--- src/rtl/dp_pkg.sv ---
// ============================================================================
// Module : dp_pkg
// Brief  : Shared sizes and sequencer state encoding for the dp datapath.
// Rev    : 1.0  initial release
// ============================================================================
`default_nettype none

package dp_pkg;

   localparam int DP_DEPTH = 16;
   localparam int DP_AW    = $clog2(DP_DEPTH);
   localparam int DP_DW    = 8;

   typedef enum logic [2:0] {
      S_IDLE   = 3'd0,
      S_LOAD   = 3'd1,
      S_REWIND = 3'd2,
      S_COPY_W = 3'd3,
      S_COPY_I = 3'd4,
      S_DONE   = 3'd5
   } state_e;

endpackage

`default_nettype wire

--- src/rtl/dp_seq_cnt.sv ---
// ============================================================================
// Module : dp_seq_cnt
// Brief  : Loadable down-counter with zero flag; saturates at zero.
// Rev    : 1.0  initial release
// ============================================================================
`default_nettype none

module dp_seq_cnt #(
   parameter int W = 5
) (
   input  logic         clk,
   input  logic         rst,
   input  logic         load_i,
   input  logic [W-1:0] load_val_i,
   input  logic         dec_i,
   output logic [W-1:0] cnt_o,
   output logic         zero_o
);

   logic [W-1:0] cnt_q;
   logic [W-1:0] cnt_d;

   // Load wins over decrement so a phase can hand over its count in one edge.
   always_comb begin
      cnt_d = cnt_q;
      if (load_i) begin
         cnt_d = load_val_i;
      end else if (dec_i && (cnt_q != '0)) begin
         cnt_d = cnt_q - {{(W-1){1'b0}}, 1'b1};
      end
   end

   always_ff @(posedge clk or negedge rst) begin
      if (!rst) begin
         cnt_q <= '0;
      end else begin
         cnt_q <= cnt_d;
      end
   end

   assign cnt_o  = cnt_q;
   assign zero_o = (cnt_q == '0);

endmodule

`default_nettype wire

--- src/rtl/dp_seq_ctrl.sv ---
// ============================================================================
// Module : dp_seq_ctrl
// Brief  : Load / rewind / copy sequencer driving the dp dual-pointer strobes.
//          Optional macro DP_SEQ_CTRL_ERR_EN adds a sticky err output.
// Rev    : 1.0  initial release
// ============================================================================
`default_nettype none

module dp_seq_ctrl
   import dp_pkg::*;
#(
   parameter  int DEPTH = DP_DEPTH,
   parameter  int DW    = DP_DW,
   localparam int AW    = $clog2(DEPTH)
) (
   input  logic          clk,
   input  logic          rst,
   input  logic          start,
   input  logic [AW:0]   count,
   input  logic          in_valid,
   input  logic [DW-1:0] in_data,
   output logic          in_ready,
   output logic          WEA,
   output logic [DW-1:0] dataInA,
   output logic          incA,
   output logic          WEB,
   output logic          incB,
   output logic          busy,
`ifdef DP_SEQ_CTRL_ERR_EN
   output logic          err,
`endif
   output logic          done
);

   localparam logic [AW:0] DEPTH_N = DEPTH[AW:0];

   state_e        state_q, state_d;
   logic [AW:0]   n_q, n_d;
   logic          cnt_load;
   logic [AW:0]   cnt_val;
   logic          cnt_dec;
   logic [AW:0]   cnt;
   logic          cnt_zero;
   logic          cnt_last;
   logic          over;
   logic [AW:0]   n_start;
   logic          hs;

   logic          wea_q, wea_d;
   logic          inca_q, inca_d;
   logic          web_q, web_d;
   logic          incb_q, incb_d;
   logic          done_q, done_d;
   logic [DW-1:0] data_q, data_d;
`ifdef DP_SEQ_CTRL_ERR_EN
   logic          err_q, err_d;
`endif

   dp_seq_cnt #(
      .W (AW + 1)
   ) u_cnt (
      .clk        (clk),
      .rst        (rst),
      .load_i     (cnt_load),
      .load_val_i (cnt_val),
      .dec_i      (cnt_dec),
      .cnt_o      (cnt),
      .zero_o     (cnt_zero)
   );

   assign over     = (count > DEPTH_N);
   assign n_start  = over ? DEPTH_N : count;
   assign hs       = in_valid && (state_q == S_LOAD);
   // Zero is folded in so a corrupted count still terminates the phase.
   assign cnt_last = (cnt == {{AW{1'b0}}, 1'b1}) || cnt_zero;

   always_comb begin
      state_d  = state_q;
      n_d      = n_q;
      cnt_load = 1'b0;
      cnt_val  = n_q;
      cnt_dec  = 1'b0;
      wea_d    = 1'b0;
      inca_d   = 1'b0;
      web_d    = 1'b0;
      incb_d   = 1'b0;
      done_d   = 1'b0;
      data_d   = data_q;
`ifdef DP_SEQ_CTRL_ERR_EN
      err_d    = err_q;
`endif
      case (state_q)
         S_IDLE: begin
            if (start) begin
               n_d      = n_start;
               cnt_load = 1'b1;
               cnt_val  = n_start;
`ifdef DP_SEQ_CTRL_ERR_EN
               err_d    = over;
               state_d  = (over || (count == '0)) ? S_DONE : S_LOAD;
`else
               state_d  = (n_start == '0) ? S_DONE : S_LOAD;
`endif
            end
         end
         S_LOAD: begin
            if (hs) begin
               wea_d   = 1'b1;
               inca_d  = 1'b1;
               data_d  = in_data;
               cnt_dec = 1'b1;
               if (cnt_last) begin
                  cnt_load = 1'b1;
                  if (n_q < DEPTH_N) begin
                     cnt_val = DEPTH_N - n_q;
                     state_d = S_REWIND;
                  end else begin
                     cnt_val = n_q;
                     state_d = S_COPY_W;
                  end
               end
            end
         end
         S_REWIND: begin
            inca_d  = 1'b1;
            cnt_dec = 1'b1;
            if (cnt_last) begin
               cnt_load = 1'b1;
               cnt_val  = n_q;
               state_d  = S_COPY_W;
            end
         end
         S_COPY_W: begin
            web_d   = 1'b1;
            state_d = S_COPY_I;
         end
         S_COPY_I: begin
            inca_d  = 1'b1;
            incb_d  = 1'b1;
            cnt_dec = 1'b1;
            state_d = cnt_last ? S_DONE : S_COPY_W;
         end
         S_DONE: begin
            done_d  = 1'b1;
            state_d = S_IDLE;
         end
         default: begin
            state_d = S_IDLE;
         end
      endcase
   end

   // Strobes are registered from the decision made in the current state,
   // so they appear one cycle after the state that issues them.
   always_ff @(posedge clk or negedge rst) begin
      if (!rst) begin
         state_q <= S_IDLE;
         n_q     <= '0;
         wea_q   <= 1'b0;
         inca_q  <= 1'b0;
         web_q   <= 1'b0;
         incb_q  <= 1'b0;
         done_q  <= 1'b0;
         data_q  <= '0;
`ifdef DP_SEQ_CTRL_ERR_EN
         err_q   <= 1'b0;
`endif
      end else begin
         state_q <= state_d;
         n_q     <= n_d;
         wea_q   <= wea_d;
         inca_q  <= inca_d;
         web_q   <= web_d;
         incb_q  <= incb_d;
         done_q  <= done_d;
         data_q  <= data_d;
`ifdef DP_SEQ_CTRL_ERR_EN
         err_q   <= err_d;
`endif
      end
   end

   assign in_ready = (state_q == S_LOAD);
   assign busy     = (state_q != S_IDLE);
   assign WEA      = wea_q;
   assign incA     = inca_q;
   assign WEB      = web_q;
   assign incB     = incb_q;
   assign done     = done_q;
   assign dataInA  = data_q;
`ifdef DP_SEQ_CTRL_ERR_EN
   assign err      = err_q;
`endif

endmodule

`default_nettype wire

--- config.mk ---
export PLATFORM = sky130hd
export DESIGN_NAME = dp_seq_ctrl
export DESIGN_NICKNAME = d
export VERILOG_FILES = /design/src/rtl/dp_pkg.sv /design/src/rtl/dp_seq_cnt.sv /design/src/rtl/dp_seq_ctrl.sv
export SDC_FILE = /design/constraint.sdc
export NUM_CORES = 1
export LEC_CHECK = 0
export ABC_CLOCK_PERIOD_IN_PS = 3700
export BUFFER_PORTS_ARGS = -buffer_cell sky130_fd_sc_hd__buf_2
export CAP_MARGIN = 20
export CELL_PAD_IN_SITES_DETAIL_PLACEMENT = 1
export CELL_PAD_IN_SITES_GLOBAL_PLACEMENT = 2
export CORE_UTILIZATION = 35
export DETAILED_ROUTE_END_ITERATION = 8
export HOLD_SLACK_MARGIN = 0.02
export PLACE_DENSITY_LB_ADDON = 0.2
export SYNTH_ARGS = -nofsm -noshare
export SYNTH_HDL_FRONTEND = slang
export SYNTH_SLANG_ARGS = --single-unit
--- constraint.sdc ---
create_clock -name clk -period 3.7 [get_ports clk]
set_clock_uncertainty 0.05 [all_clocks]
set_input_delay 0.74 -clock clk [delete_from_list [all_inputs] [get_ports clk]]
set_output_delay 0.74 -clock clk [all_outputs]
set_load 0.03 [all_outputs]
; ---- Yosys cells after proc, flatten, opt, wreduce, memory -nomap -nowiden
; Cells that the tools add are included.
[op_classes]
add_sub_neg = 2
n_mul = 0
div_mod_pow = 0
n_lt_le_gt_ge = 2
n_eq_ne = 10
n_shift = 0
mux = 26
bitwise = 0
reduce_logical = 12
[ops]
columns = operator, n
row1 = 2-to-1 mux 5 bit, 7
row2 = 2-to-1 mux 3 bit, 6
row3 = one-hot mux 3 bit (5 select lines), 1
row4 = logical NOT 5 bit, 2
row5 = one-hot mux 5 bit (2 select lines), 1
row6 = 2-to-1 mux 1 bit, 9
row7 = equality test 3 x 2 -> 1 bit (second input constant), 2
row8 = equality test 3 bit (second input constant), 2
row9 = equality test 5 x 1 -> 1 bit (second input constant), 1
row10 = > comparator 5 bit (second input constant), 1
row11 = < comparator 5 bit (second input constant), 1
row12 = nonzero test 5 bit, 1
row13 = subtractor 5 x 1 -> 5 bit (second input constant), 1
row14 = subtractor 5 bit (first input constant), 1
row15 = != test 2 x 1 -> 1 bit (second input constant), 2
row16 = != test 2 bit (second input constant), 2
row17 = AND reduction 4 bit, 1
row18 = equality test 3 x 1 -> 1 bit (second input constant), 1
row19 = logical NOT 3 bit, 1
row20 = one-hot mux 1 bit (3 select lines), 1
row21 = nonzero test 3 bit, 1
row22 = logical AND 1 bit, 2
row23 = one-hot mux 1 bit (2 select lines), 1
row24 = AND reduction 2 bit, 1
row25 = other kinds (3), 3
[totals]
register_bits = 26
latchBits = 0
ramBits = 0
romBits = 0
inputBits = 17
output_inout_bits = 15
word_cells = 61
mem_count = 0

; ---- Longest topological paths before layout
; Gate-level depths: netlist of the first run.
[depth]
ltp_word = 7
ltp_mapped = 8
mapped_depth_nobuf = 8

; ---- Cells and area by module
; Synthesis of the first run repeated with hierarchy kept, for this count alone.
[hier_totals]
cells_unflattened = 146
hier_area_um2 = 1462.7
[modules_own_cells]
columns = module, n_inst, cells_per_inst, area_per_inst_um2, seq_area_each_um2
row1 = dp_seq_ctrl, 1, 114, 1158.6, 525.5
row2 = dp_seq_cnt, 1, 32, 304.0, 125.1

; ---- Worst setup path after synthesis of the first run
; Ideal clock, no wire load.
[synth_path]
path_type = register -> output
from = register state_q[1]
to = output in_ready
t_arrival_ns = 1.183
required_time_ns = 2.910
path_slack_ns = 1.727
stages_incl_launch_ff = 4
n_path_buf = 1
path_cell_list = dfrtp_1 buf_2 nor2b_1 nor2b_1
[synth_via]
elab_chain_len = 1
[synth_rtl]
columns = item, line
row1 = start: declaration, dp_seq_ctrl.sv:37  ; state_e state_q, state_d;
row2 = start signal: assignment, dp_seq_ctrl.sv:169  ; state_q <= state_d;
row3 = equality test 3 x 1 -> 1 bit, dp_seq_ctrl.sv:183  ; assign in_ready = (state_q == S_LOAD);
row4 = end: declaration, dp_seq_ctrl.sv:22  ; output logic in_ready,
; Every way passes these cells.

; ---- Worst setup path after layout of the first run
[layout_path]
from = register state_q[0]
to = output in_ready
; Same word-level chain as after synthesis.

==> results of run 1 <==
## power groups by stage
| stage | clock [W] | combinational (W) | sequential, W |
|---|---|---|---|
| floorplan | 0 | 0.000422 | 0.000600 |
| global placement | 0 | 0.000677 | 0.000517 |
| detailed placement | 0 | 0.000686 | 0.000525 |
| CTS | 0.000168 | 0.000692 | 0.000520 |
| global route | 0.000182 | 0.000750 | 0.000539 |
| finish | 0.000164 | 0.000683 | 0.000520 |
## Yosys cell counts (all sizes together) (2+ instances only)
cell / instances
o21ai: 3
a31oi: 2
nor3b: 3
a22o: 2
clkbuf: 2
ha: 5
and2: 2
nand3: 5
nor3: 4
mux2i: 2
or3: 2
mux2: 10
and4bb: 2
nand2: 10
dfrtp: 26
a32oi: 4
inv: 6
nor2: 6
o211ai: 2
o21bai: 2
xnor2: 2
nor2b: 6
a21oi: 6
a22oi: 2
buf: 4
## logic make-up after synthesis
group / count (synthesis) / share of synthesized area
adder cells (fa/ha/maj): 5 / 0.0455
AO/OA/AOI/OAI: 28 / 0.147
multiplexers: 12 / 0.0965
buffers and inverters: 12 / 0.0383
AND/OR/NAND/NOR: 43 / 0.180
flip-flops: 26 / 0.474
XOR/XNOR: 3 / 0.0191
## final timing paths
check	start	endpoint	slack (ns)	cells after the start
max in group asynchronous	rst	dataInA[7]$_DFFE_PN0P_	2.80	1
min in group clk	dataInA[6]$_DFFE_PN0P_	dataInA[6]$_DFFE_PN0P_	0.46	1
hold / removal	rst	incB$_DFF_PN0_	0.41	1
setup reg to reg	n_q[1]$_DFFE_PN0P_	u_cnt.cnt_o[3]$_DFFE_PN0P_	1.50	8
hold reg to reg	dataInA[6]$_DFFE_PN0P_	dataInA[6]$_DFFE_PN0P_	0.46	1
setup / recovery	state_q[0]$_DFFE_PN0P_	in_ready	1.41	3
## layout make-up
| class | count | area, um2 |
|---|---|---|
| clock buffers | 3 | 41.3 |
| inverters | 6 | 22.5 |
| well taps | 48 | 60.1 |
| repair buffers | 31 | 155 |
| flip-flops and latches | 26 | 651 |
| fillers | 446 | 2120 |
| multi-input cells | 91 | 671 |
## layer usage
layer | wire (um) | global-route usage | share of wire | vias up
met3 | 135 | 0.0264 | 0.042 | 5
met5 | 0 | 0 | 0 | -
met4 | 55 | 0.0944 | 0.017 | 0
met1 | 1430 | 0.219 | 0.44 | 513
met2 | 1630 | 0.295 | 0.50 | 30
li1 | - | - | - | 524
## stage by stage
step                      worst slack, ns  instance area, um2
after CTS                            1.39                1600
after floorplan                      1.73                1370
after global routing                 1.29                1600
after detailed placement             1.42                1560
final                                1.41                1600
after global placement               1.47                1560
## critical path, cell delays in order, from the launching register on
cell,delay (ns)
sky130_fd_sc_hd__dfrtp_1,0.57
sky130_fd_sc_hd__nor2b_1,0.28
sky130_fd_sc_hd__nor2b_1,0.17
sky130_fd_sc_hd__buf_2,0.21
## cells in the final DEF, fill, tap and decap left out, types with 2 or more instances in the layout
master and count:
sky130_fd_sc_hd__buf_2 31, sky130_fd_sc_hd__a21oi_1 6, sky130_fd_sc_hd__nor3b_1 3, sky130_fd_sc_hd__nand2_1 10, sky130_fd_sc_hd__mux2i_1 2, sky130_fd_sc_hd__inv_1 6
sky130_fd_sc_hd__ha_1 5, sky130_fd_sc_hd__nor2_1 6, sky130_fd_sc_hd__a22oi_1 2, sky130_fd_sc_hd__nor3_2 2, sky130_fd_sc_hd__or3_1 2, sky130_fd_sc_hd__and2_1 2
sky130_fd_sc_hd__o211ai_1 2, sky130_fd_sc_hd__o21ai_0 3, sky130_fd_sc_hd__a22o_1 2, sky130_fd_sc_hd__dfrtp_1 26, sky130_fd_sc_hd__nand3_1 5, sky130_fd_sc_hd__nor2b_1 6
sky130_fd_sc_hd__nor3_1 2, sky130_fd_sc_hd__mux2_2 10, sky130_fd_sc_hd__a31oi_1 2, sky130_fd_sc_hd__clkbuf_8 3, sky130_fd_sc_hd__xnor2_1 2, sky130_fd_sc_hd__a32oi_1 4
## registers in the layout, indices dropped and copies added (netlist names)
register and cells:
incA 1, state_q 3, WEA 1, u_cnt.cnt_o 5, n_q 5, done 1
WEB 1, dataInA 8, incB 1
==> impl_metrics.xml, run 1 <==
<?xml version="1.0" encoding="UTF-8"?>
<metrics>
  <group name="detailed_routing">
    <metric name="routed_via_density" unit="">5.23</metric>
    <metric name="detail_route.drc_violations" unit="">0</metric>
    <metric name="avgRoutedWirePerCell" unit="um">15.9</metric>
    <metric name="vias" unit="">1072</metric>
    <metric name="drt_iter0_markers" unit="">25</metric>
    <metric name="post_detailed_routing_wire_length" unit="mm">3.25</metric>
    <metric name="firstDrtPassIters" unit="">4</metric>
    <metric name="postRouteAntennaNets" unit="">0</metric>
  </group>
  <group name="power">
    <metric name="finalPower" unit="W">0.00137</metric>
    <metric name="sequentialPowerShare" unit="">0.380</metric>
    <metric name="internal_power" unit="W">0.000747</metric>
    <metric name="power.share.combinational" unit="">0.499</metric>
    <metric name="irDropWorstVdd" unit="mV">0.365</metric>
    <metric name="power-per-cell-area" unit="mW/mm2">854</metric>
    <metric name="netSwitchingFraction" unit="">0.453</metric>
    <metric name="power.switching" unit="W">0.000620</metric>
    <metric name="relative_contribution_of_the_clock_network_to_total_power" unit="">0.120</metric>
    <metric name="leakage" unit="nW">0.733</metric>
  </group>
  <group name="worst_setup_path">
    <metric name="required" unit="ns">2.91</metric>
    <metric name="criticalPathCategory" unit="">reg -&gt; out</metric>
    <metric name="timing.critical_path.from_type" unit="">flop</metric>
    <metric name="crit_fanout" unit="">11</metric>
    <metric name="critical_path_arrival" unit="ns">1.50</metric>
    <metric name="setup.worst_path.end_class" unit="">primary output</metric>
  </group>
  <group name="synth">
    <metric name="postSynthAreaPerCell" unit="um2">10.6</metric>
    <metric name="synth.area.top_cells" unit="">sky130_fd_sc_hd__dfrtp_1 47%, sky130_fd_sc_hd__mux2_2 8.2%, sky130_fd_sc_hd__ha_1 4.6%</metric>
    <metric name="ys_dominant_reg_cell" unit="">sky130_fd_sc_hd__dfrtp_1</metric>
    <metric name="synth-seq-area-share" unit="">0.474</metric>
    <metric name="synth_seq_cells" unit="">26</metric>
    <metric name="synth-edff-count" unit="">0</metric>
    <metric name="yosysWarningCount" unit="">0</metric>
    <metric name="synthCells" unit="">129</metric>
    <metric name="yosys.cell_types.count" unit="">38</metric>
    <metric name="synth.net_count" unit="">151</metric>
    <metric name="synth.largest_area_cell" unit="">sky130_fd_sc_hd__dfrtp_1</metric>
    <metric name="synth_top_area_frac" unit="">0.474</metric>
    <metric name="synth_area" unit="mm2">0.00137</metric>
    <metric name="async_reset_ff_frac" unit="">1.00</metric>
  </group>
  <group name="layout">
    <metric name="drive_above_1_share" unit="">0.312</metric>
    <metric name="diodes" unit="">0</metric>
    <metric name="area_delta_synth_final" unit="%">16.5</metric>
    <metric name="final_nets" unit="">181</metric>
    <metric name="final-instance-count-excl-fill" unit="">205</metric>
    <metric name="postLayoutCoreUtil" unit="">0.431</metric>
  </group>
  <group name="min_path">
    <metric name="timing.hold.worst.class" unit="">in -&gt; async</metric>
  </group>
  <group name="clock_tree">
    <metric name="htreeDepth" unit="">1</metric>
    <metric name="clock_latency" unit="ns">0.27</metric>
    <metric name="numClockSinks" unit="">26</metric>
    <metric name="cts_inserted_buffers" unit="">3</metric>
    <metric name="clkSlewWorstSetupHoldPaths" unit="ns">0.09</metric>
    <metric name="cts_tree" unit="">done</metric>
    <metric name="holdBufCountCts" unit="">0</metric>
    <metric name="ctsLongestPathBuffers" unit="">2</metric>
    <metric name="post_cts.repair.setup_buffers" unit="">0</metric>
    <metric name="cts_root_buffer" unit="">sky130_fd_sc_hd__clkbuf_8</metric>
    <metric name="post_cts_resized" unit="">0</metric>
  </group>
  <group name="die">
    <metric name="total_core_area" unit="mm2">0.00372</metric>
    <metric name="initial_standard_cell_utilization_of_the_core" unit="">0.370</metric>
    <metric name="placement_rows" unit="">22</metric>
    <metric name="die_area" unit="mm2">0.00418</metric>
    <metric name="ios" unit="">32</metric>
    <metric name="die_h" unit="um">64.7</metric>
    <metric name="dieWidth" unit="um">64.7</metric>
  </group>
  <group name="sta">
    <metric name="maxSlewViolCount" unit="">0</metric>
    <metric name="final.hold.worst_slack" unit="ns">0.408</metric>
    <metric name="finalSetupTns" unit="ns">0</metric>
    <metric name="rsz0062_at_grt" unit="">no</metric>
    <metric name="final.period_utilization" unit="">0.620</metric>
    <metric name="achievable-frequency" unit="MHz">436</metric>
    <metric name="final_min_period" unit="ns">2.29</metric>
    <metric name="slew_headroom" unit="">0.602</metric>
    <metric name="finalSetupViolCount" unit="">0</metric>
    <metric name="hold_violation_total_from_the_final_report" unit="">0</metric>
    <metric name="tightest_slew" unit="ns">0.597</metric>
  </group>
  <group name="grt">
    <metric name="antenna_found_initial" unit="">0</metric>
    <metric name="grt_first_pass_wirelength" unit="mm">5.62</metric>
    <metric name="gr-usage-all-layers" unit="">0.177</metric>
    <metric name="grt_overflow_total" unit="">0</metric>
    <metric name="pin_count_of_the_biggest_net_entering_global_routing" unit="">27</metric>
    <metric name="grt_pass1_vias" unit="">1172</metric>
  </group>
  <group name="place">
    <metric name="dp_hpwl" unit="mm">2.45</metric>
    <metric name="numPlacedInstances" unit="">202</metric>
    <metric name="globalplace.congestion" unit="">0.942</metric>
    <metric name="place.port_buffers" unit="">31</metric>
  </group>
  <group name="job">
    <metric name="maxCapViolCount" unit="">0</metric>
  </group>
  <group name="run_status">
    <metric name="outcome" unit="">finished clean</metric>
  </group>
</metrics>
Note: power is estimated with default switching activity, not from simulation.
==> inputs of run 2 (changes only) <==
--- a/config.mk
+++ b/config.mk
@@ -5,12 +5,12 @@
 export SDC_FILE = /design/constraint.sdc
 export NUM_CORES = 1
 export LEC_CHECK = 0
-export ABC_CLOCK_PERIOD_IN_PS = 3700
+export ABC_CLOCK_PERIOD_IN_PS = 1800
 export BUFFER_PORTS_ARGS = -buffer_cell sky130_fd_sc_hd__buf_2
 export CAP_MARGIN = 20
 export CELL_PAD_IN_SITES_DETAIL_PLACEMENT = 1
 export CELL_PAD_IN_SITES_GLOBAL_PLACEMENT = 2
-export CORE_UTILIZATION = 35
+export CORE_UTILIZATION = 30
 export DETAILED_ROUTE_END_ITERATION = 8
 export HOLD_SLACK_MARGIN = 0.02
 export PLACE_DENSITY_LB_ADDON = 0.2
==> constraint.sdc (replaced) <==
create_clock -name clk -period 1.8 [get_ports clk]
set_clock_uncertainty 0.05 [all_clocks]
set_input_delay 0.36 -clock clk [delete_from_list [all_inputs] [get_ports clk]]
set_output_delay 0.36 -clock clk [all_outputs]
set_load 0.03 [all_outputs]
==> run 2 against run 1 <==
Effect of this change:
- the run now ends with setup timing left
- total power grew to 2.6 times the previous value
- sequential cell count is the same
- count of clock-buffer cells in the layout is the same
- critical path depth grew 5
- sequential share of layout area shrank 6.8 points
- routed wire length grew 19%
- largest power group unchanged
==> impl_metrics.xml, run 2 (synthesis results as in run 1) <==
<?xml version="1.0" encoding="UTF-8"?>
<metrics>
  <group name="power">
    <metric name="internal_power" unit="W">0.00208</metric>
    <metric name="relative_contribution_of_the_clock_network_to_total_power" unit="">0.140</metric>
    <metric name="power.share.combinational" unit="">0.564</metric>
    <metric name="sequentialPowerShare" unit="">0.296</metric>
    <metric name="netSwitchingFraction" unit="">0.406</metric>
    <metric name="irDropWorstVdd" unit="mV">0.885</metric>
    <metric name="power.switching" unit="W">0.00142</metric>
    <metric name="power-per-cell-area" unit="mW/mm2">1810</metric>
    <metric name="leakage" unit="nW">0.917</metric>
  </group>
  <group name="detailed_routing">
    <metric name="avgRoutedWirePerCell" unit="um">16.0</metric>
    <metric name="detail_route.drc_violations" unit="">0</metric>
    <metric name="post_detailed_routing_wire_length" unit="mm">3.88</metric>
    <metric name="routed_via_density" unit="">5.15</metric>
    <metric name="firstDrtPassIters" unit="">4</metric>
    <metric name="drt_iter0_markers" unit="">32</metric>
    <metric name="vias" unit="">1251</metric>
    <metric name="postRouteAntennaNets" unit="">0</metric>
  </group>
  <group name="sta">
    <metric name="final.hold.worst_slack" unit="ns">0.0276</metric>
    <metric name="final.period_utilization" unit="">1.08</metric>
    <metric name="rsz0062_at_grt" unit="">yes</metric>
    <metric name="hold_violation_total_from_the_final_report" unit="">0</metric>
    <metric name="tightest_slew" unit="ns">0.600</metric>
    <metric name="final_min_period" unit="ns">1.95</metric>
    <metric name="slew_headroom" unit="">0.600</metric>
    <metric name="finalSetupTns" unit="ns">-0.547</metric>
    <metric name="setup_ws" unit="ns">-0.151</metric>
    <metric name="achievable-frequency" unit="MHz">512</metric>
    <metric name="finalSetupViolCount" unit="">4</metric>
    <metric name="maxSlewViolCount" unit="">0</metric>
  </group>
  <group name="clock_tree">
    <metric name="clock_latency" unit="ns">0.27</metric>
    <metric name="ctsLongestPathBuffers" unit="">2</metric>
    <metric name="cts_tree" unit="">done</metric>
    <metric name="clkSlewWorstSetupHoldPaths" unit="ns">0.10</metric>
    <metric name="numClockSinks" unit="">26</metric>
    <metric name="cts_root_buffer" unit="">sky130_fd_sc_hd__clkbuf_8</metric>
    <metric name="htreeDepth" unit="">1</metric>
    <metric name="cts_inserted_buffers" unit="">3</metric>
  </group>
  <group name="worst_setup_path">
    <metric name="criticalPathCategory" unit="">reg -&gt; reg</metric>
    <metric name="timing.critical_path.from_type" unit="">flop</metric>
    <metric name="required" unit="ns">1.94</metric>
    <metric name="critical_path_arrival" unit="ns">2.09</metric>
    <metric name="setup.worst_path.end_class" unit="">flop</metric>
    <metric name="crit_fanout" unit="">4</metric>
    <metric name="reg2regPathDepth" unit="">8</metric>
  </group>
  <group name="place">
    <metric name="place.port_buffers" unit="">31</metric>
    <metric name="globalplace.congestion" unit="">0.807</metric>
    <metric name="dp_hpwl" unit="mm">2.87</metric>
    <metric name="place_ws" unit="ns">-0.169</metric>
    <metric name="numPlacedInstances" unit="">231</metric>
  </group>
  <group name="layout">
    <metric name="final_nets" unit="">214</metric>
    <metric name="largest_reg_flops" unit="">8</metric>
    <metric name="diodes" unit="">0</metric>
    <metric name="drive_above_1_share" unit="">0.497</metric>
    <metric name="area_delta_synth_final" unit="%">40.7</metric>
    <metric name="final-instance-count-excl-fill" unit="">243</metric>
    <metric name="layout_commonest_cell" unit="">sky130_fd_sc_hd__buf_4</metric>
    <metric name="most-common-layout-cells" unit="">32 x sky130_fd_sc_hd__buf_4, 30 x sky130_fd_sc_hd__buf_2, 23 x sky130_fd_sc_hd__dfrtp_1</metric>
  </group>
  <group name="die">
    <metric name="total_core_area" unit="mm2">0.00438</metric>
    <metric name="die_h" unit="um">69.7</metric>
    <metric name="placement_rows" unit="">24</metric>
    <metric name="ios" unit="">32</metric>
    <metric name="dieWidth" unit="um">69.7</metric>
    <metric name="die_area" unit="mm2">0.00485</metric>
    <metric name="initial_standard_cell_utilization_of_the_core" unit="">0.313</metric>
  </group>
  <group name="grt">
    <metric name="pin_count_of_the_biggest_net_entering_global_routing" unit="">27</metric>
    <metric name="grt_overflow_total" unit="">0</metric>
    <metric name="gr-usage-all-layers" unit="">0.165</metric>
    <metric name="antenna_found_initial" unit="">0</metric>
    <metric name="grt_first_pass_wirelength" unit="mm">6.31</metric>
    <metric name="grt_pass1_vias" unit="">1359</metric>
  </group>
  <group name="job">
    <metric name="maxCapViolCount" unit="">0</metric>
  </group>
  <group name="run_status">
    <metric name="outcome" unit="">complete, but fails checks</metric>
    <metric name="violations" unit="">setup timing</metric>
  </group>
  <group name="min_path">
    <metric name="timing.hold.worst.class" unit="">in -&gt; async</metric>
  </group>
</metrics>
run 2: changes by cell type in the layout (fill, tap and decap cells not counted), moves of 2 or more:
cell                      before  now
sky130_fd_sc_hd__buf_4         0   32
sky130_fd_sc_hd__dfrtp_1      26   23
sky130_fd_sc_hd__dfrtp_2       0    3
sky130_fd_sc_hd__ha_1          5    3
sky130_fd_sc_hd__ha_2          0    2
sky130_fd_sc_hd__nor2b_1       6    4
run 2: final timing paths:
check / start / endpoint / slack, ns
max: n_q[0]$_DFFE_PN0P_ / u_cnt.cnt_o[2]$_DFFE_PN0P_ / -0.15
min: rst / WEB$_DFF_PN0_ / 0.03
max reg2reg: n_q[0]$_DFFE_PN0P_ / u_cnt.cnt_o[2]$_DFFE_PN0P_ / -0.15
min reg2reg: dataInA[4]$_DFFE_PN0P_ / dataInA[4]$_DFFE_PN0P_ / 0.46
max in group asynchronous: rst / state_q[1]$_DFFE_PN0P_ / 1.25
min in group clk: in_data[1] / dataInA[1]$_DFFE_PN0P_ / 0.26
run 2: power by group through the flow:
| stage | combinational (W) | clock [W] | sequential (W) |
|---|---|---|---|
| final | 0.00198 | 0.000490 | 0.00104 |
| after global routing | 0.00214 | 0.000525 | 0.00107 |
| after CTS | 0.00181 | 0.000504 | 0.00102 |
| after detailed placement | 0.00177 | 0 | 0.00103 |
| after global placement | 0.00174 | 0 | 0.00101 |
| after floorplan | 0.000869 | 0 | 0.00123 |
run 2: per-layer routing:
metal / vias to the layer above / global-route usage / wire length, um
met5: - / 0 / 0
met4: 0 / 0.0644 / 57
met3: 6 / 0.0218 / 123
met2: 30 / 0.306 / 2090
met1: 624 / 0.190 / 1610
li1: 591 / - / -
run 2: worst max-delay path, stage by stage, from the launching register on:
cell,delay [ns]
sky130_fd_sc_hd__dfrtp_1,0.37
sky130_fd_sc_hd__inv_1,0.05
sky130_fd_sc_hd__ha_2,0.18
sky130_fd_sc_hd__nor3b_4,0.15
sky130_fd_sc_hd__ha_2,0.17
sky130_fd_sc_hd__and4bb_2,0.33
sky130_fd_sc_hd__nand2_1,0.07
sky130_fd_sc_hd__or3_1,0.30
sky130_fd_sc_hd__a32oi_1,0.20
run 2: layout make-up:
type / instances / area [um2]
multi-input cells: 91 / 713
fillers: 529 / 2450
inverters: 6 / 22.5
clock buffers: 3 / 41.3
clock inverters: 1 / 30.0
repair buffers: 64 / 407
flip-flops and latches: 26 / 654
well taps: 52 / 65.1
run 2: per-stage QoR:
step / power [W] / utilization / instance area (um2)
after detailed placement: 0.00280 / 0.400 / 1750
after floorplan: 0.00210 / - / 1380
after global placement: 0.00275 / 0.400 / 1750
final: 0.00350 / 0.441 / 1930
after CTS: 0.00334 / 0.422 / 1850
after global routing: 0.00374 / 0.441 / 1930
run 2: repair_timing:
| item | in CTS | in global routing |
|---|---|---|
| setup endpoints to repair | 6 | 8 |
| cloned | 0 | 0 |
| pin swaps | 7 | 4 |
| buffers inserted | 2 | 6 |
| hold buffers | 0 | 0 |
| resized for setup | 3 | 15 |
==> inputs of run 3 (changes only) <==
--- a/config.mk
+++ b/config.mk
@@ -10,6 +10,7 @@
 export CAP_MARGIN = 20
 export CELL_PAD_IN_SITES_DETAIL_PLACEMENT = 1
 export CELL_PAD_IN_SITES_GLOBAL_PLACEMENT = 2
+export CORE_MARGIN = 3
 export CORE_UTILIZATION = 30
 export DETAILED_ROUTE_END_ITERATION = 8
 export HOLD_SLACK_MARGIN = 0.02
==> run 3 against run 2 <==
Effect of this change:
- the flow still finishes with violations (setup timing)
- setup slack improved by 0.020 ns
- sequential share of layout area increased by 0.67 points
- combinational power decreased by 4%
- first-iteration DRC count unchanged
- critical path depth unchanged
- sequential power about the same
- hold slack improved by 0.0064 ns
- die area increased by 12%
- largest power group unchanged
==> impl_metrics.xml, run 3 (synthesis results as in run 1) <==
<?xml version="1.0" encoding="UTF-8"?>
<metrics>
  <group name="detailed_routing">
    <metric name="drt_iter0_markers" unit="">32</metric>
    <metric name="post_detailed_routing_wire_length" unit="mm">3.71</metric>
    <metric name="postRouteAntennaNets" unit="">0</metric>
    <metric name="firstDrtPassIters" unit="">4</metric>
    <metric name="routed_via_density" unit="">5.12</metric>
    <metric name="detail_route.drc_violations" unit="">0</metric>
    <metric name="vias" unit="">1235</metric>
    <metric name="avgRoutedWirePerCell" unit="um">15.4</metric>
  </group>
  <group name="layout">
    <metric name="drive_above_1_share" unit="">0.482</metric>
    <metric name="final_area" unit="mm2">0.00189</metric>
    <metric name="most-common-layout-cells" unit="">35 x sky130_fd_sc_hd__buf_4, 30 x sky130_fd_sc_hd__buf_2, 24 x sky130_fd_sc_hd__dfrtp_1</metric>
    <metric name="largest_reg_flops" unit="">8</metric>
    <metric name="fillCellCount" unit="">483</metric>
    <metric name="postLayoutCoreUtil" unit="">0.450</metric>
    <metric name="layout_commonest_cell" unit="">sky130_fd_sc_hd__buf_4</metric>
    <metric name="final_nets" unit="">215</metric>
    <metric name="diodes" unit="">0</metric>
    <metric name="area_delta_synth_final" unit="%">37.7</metric>
  </group>
  <group name="die">
    <metric name="dieWidth" unit="um">73.7</metric>
    <metric name="total_core_area" unit="mm2">0.00420</metric>
    <metric name="die_area" unit="mm2">0.00543</metric>
    <metric name="die_h" unit="um">73.7</metric>
    <metric name="initial_standard_cell_utilization_of_the_core" unit="">0.327</metric>
    <metric name="ios" unit="">32</metric>
    <metric name="placement_rows" unit="">23</metric>
  </group>
  <group name="power">
    <metric name="power.switching" unit="W">0.00137</metric>
    <metric name="power.share.combinational" unit="">0.586</metric>
    <metric name="internal_power" unit="W">0.00189</metric>
    <metric name="finalPower" unit="W">0.00327</metric>
    <metric name="leakage" unit="nW">0.908</metric>
    <metric name="relative_contribution_of_the_clock_network_to_total_power" unit="">0.102</metric>
    <metric name="irDropWorstVdd" unit="mV">0.612</metric>
    <metric name="power-per-cell-area" unit="mW/mm2">1730</metric>
    <metric name="sequentialPowerShare" unit="">0.313</metric>
    <metric name="netSwitchingFraction" unit="">0.420</metric>
  </group>
  <group name="clock_tree">
    <metric name="numClockSinks" unit="">26</metric>
    <metric name="ctsLongestPathBuffers" unit="">2</metric>
    <metric name="clkSlewWorstSetupHoldPaths" unit="ns">0.09</metric>
    <metric name="cts_tree" unit="">done</metric>
    <metric name="clock_latency" unit="ns">0.27</metric>
    <metric name="cts_root_buffer" unit="">sky130_fd_sc_hd__clkbuf_8</metric>
    <metric name="cts_inserted_buffers" unit="">3</metric>
    <metric name="htreeDepth" unit="">1</metric>
  </group>
  <group name="sta">
    <metric name="finalSetupViolCount" unit="">4</metric>
    <metric name="final.period_utilization" unit="">1.07</metric>
    <metric name="hold_violation_total_from_the_final_report" unit="">0</metric>
    <metric name="slew_headroom" unit="">0.601</metric>
    <metric name="rsz0062_at_grt" unit="">yes</metric>
    <metric name="tightest_slew" unit="ns">0.599</metric>
    <metric name="maxSlewViolCount" unit="">0</metric>
    <metric name="achievable-frequency" unit="MHz">518</metric>
    <metric name="final.hold.worst_slack" unit="ns">0.0340</metric>
    <metric name="setup_ws" unit="ns">-0.131</metric>
    <metric name="final_min_period" unit="ns">1.93</metric>
  </group>
  <group name="grt">
    <metric name="grt_overflow_total" unit="">0</metric>
    <metric name="gr-usage-all-layers" unit="">0.146</metric>
    <metric name="grt_first_pass_wirelength" unit="mm">6.17</metric>
    <metric name="use_met2" unit="">0.249</metric>
    <metric name="busiest_layer" unit="">met2</metric>
    <metric name="antenna_found_initial" unit="">0</metric>
    <metric name="grt_pass1_vias" unit="">1274</metric>
    <metric name="grtUsageMet3" unit="">0.0260</metric>
    <metric name="routing_usage_on_met1" unit="">0.192</metric>
    <metric name="pin_count_of_the_biggest_net_entering_global_routing" unit="">27</metric>
  </group>
  <group name="min_path">
    <metric name="timing.hold.worst.class" unit="">in -&gt; async</metric>
  </group>
  <group name="place">
    <metric name="placement.cell_area" unit="mm2">0.00177</metric>
    <metric name="place.port_buffers" unit="">31</metric>
    <metric name="dp_hpwl" unit="mm">2.78</metric>
    <metric name="globalplace.congestion" unit="">0.778</metric>
    <metric name="place_ws" unit="ns">-0.112</metric>
  </group>
  <group name="worst_setup_path">
    <metric name="required" unit="ns">1.94</metric>
    <metric name="crit_fanout" unit="">4</metric>
    <metric name="reg2reg_to" unit="">u_cnt.cnt_o[3]$_DFFE_PN0P_</metric>
    <metric name="reg2regPathDepth" unit="">8</metric>
    <metric name="reg_to_reg_startpoint" unit="">n_q[0]$_DFFE_PN0P_</metric>
    <metric name="regToRegSetupSlack" unit="ns">-0.13</metric>
    <metric name="criticalPathCategory" unit="">reg -&gt; reg</metric>
    <metric name="critical_path_arrival" unit="ns">2.07</metric>
    <metric name="setup.worst_path.end_class" unit="">flop</metric>
    <metric name="timing.critical_path.from_type" unit="">flop</metric>
  </group>
  <group name="run_status">
    <metric name="violations" unit="">setup timing</metric>
    <metric name="outcome" unit="">complete, but fails checks</metric>
  </group>
  <group name="job">
    <metric name="maxCapViolCount" unit="">0</metric>
  </group>
</metrics>
[run 3: worst max path at each step]
stage / start / endpoint / slack, ns / depth (start not counted)
global route: n_q[0]$_DFFE_PN0P_ / u_cnt.cnt_o[3]$_DFFE_PN0P_ / -0.24 / 8
global placement: n_q[0]$_DFFE_PN0P_ / u_cnt.cnt_o[3]$_DFFE_PN0P_ / -0.05 / 8
floorplan: n_q[1]$_DFFE_PN0P_ / u_cnt.cnt_o[3]$_DFFE_PN0P_ / -0.07 / 8
CTS: n_q[0]$_DFFE_PN0P_ / u_cnt.cnt_o[3]$_DFFE_PN0P_ / -0.11 / 8
finish: n_q[0]$_DFFE_PN0P_ / u_cnt.cnt_o[3]$_DFFE_PN0P_ / -0.13 / 8
detailed placement: n_q[0]$_DFFE_PN0P_ / u_cnt.cnt_o[3]$_DFFE_PN0P_ / -0.11 / 8
[run 3: routing by layer]
| layer | vias up | part of all wire |
|---|---|---|
| li1 | 600 | - |
| met1 | 604 | 0.46 |
| met2 | 29 | 0.49 |
| met3 | 2 | 0.043 |
| met4 | 0 | 0.0051 |
| met5 | - | 0 |
[run 3: per-stage QoR]
stage               instances  TNS, ns
floorplan                 129   -0.135
global placement          231   -0.154
detailed placement        231   -0.407
CTS                       236   -0.331
global route              241   -0.882
finish                    241   -0.381
[run 3: power groups by stage]
stage          registers (W)  logic, W  clock network [W]
5_1_grt              0.00106   0.00210           0.000368
3_5_place_dp         0.00102   0.00177                  0
3_3_place_gp         0.00100   0.00174                  0
6_report             0.00102   0.00191           0.000332
4_1_cts              0.00101   0.00182           0.000343
2_1_floorplan        0.00123  0.000869                  0
[run 3: final cells by class]
class	count	area [um2]	share of cell area
tap	50	62.6	0.0331
multi-input combinational	91	699	0.370
sequential	26	653	0.345
inverter	6	22.5	0.0119
clock buffer	3	41.3	0.0218
timing repair buffer	65	413	0.218
[run 3: worst max-delay path, stage by stage (launching register included)]
cell                       delay [ns]
sky130_fd_sc_hd__dfrtp_1         0.35
sky130_fd_sc_hd__inv_1           0.05
sky130_fd_sc_hd__ha_2            0.17
sky130_fd_sc_hd__nor3b_2         0.15
sky130_fd_sc_hd__ha_2            0.16
sky130_fd_sc_hd__and4bb_2        0.33
sky130_fd_sc_hd__nand2_1         0.08
sky130_fd_sc_hd__or3_1           0.31
sky130_fd_sc_hd__a32oi_1         0.19
[run 3: timing repair]
action / CTS / global route
buffers inserted: 2 / 5
pin swaps: 3 / 5
resized for setup: 4 / 8
endpoints found under the setup margin: 6 / 8
hold buffers: 0 / 0
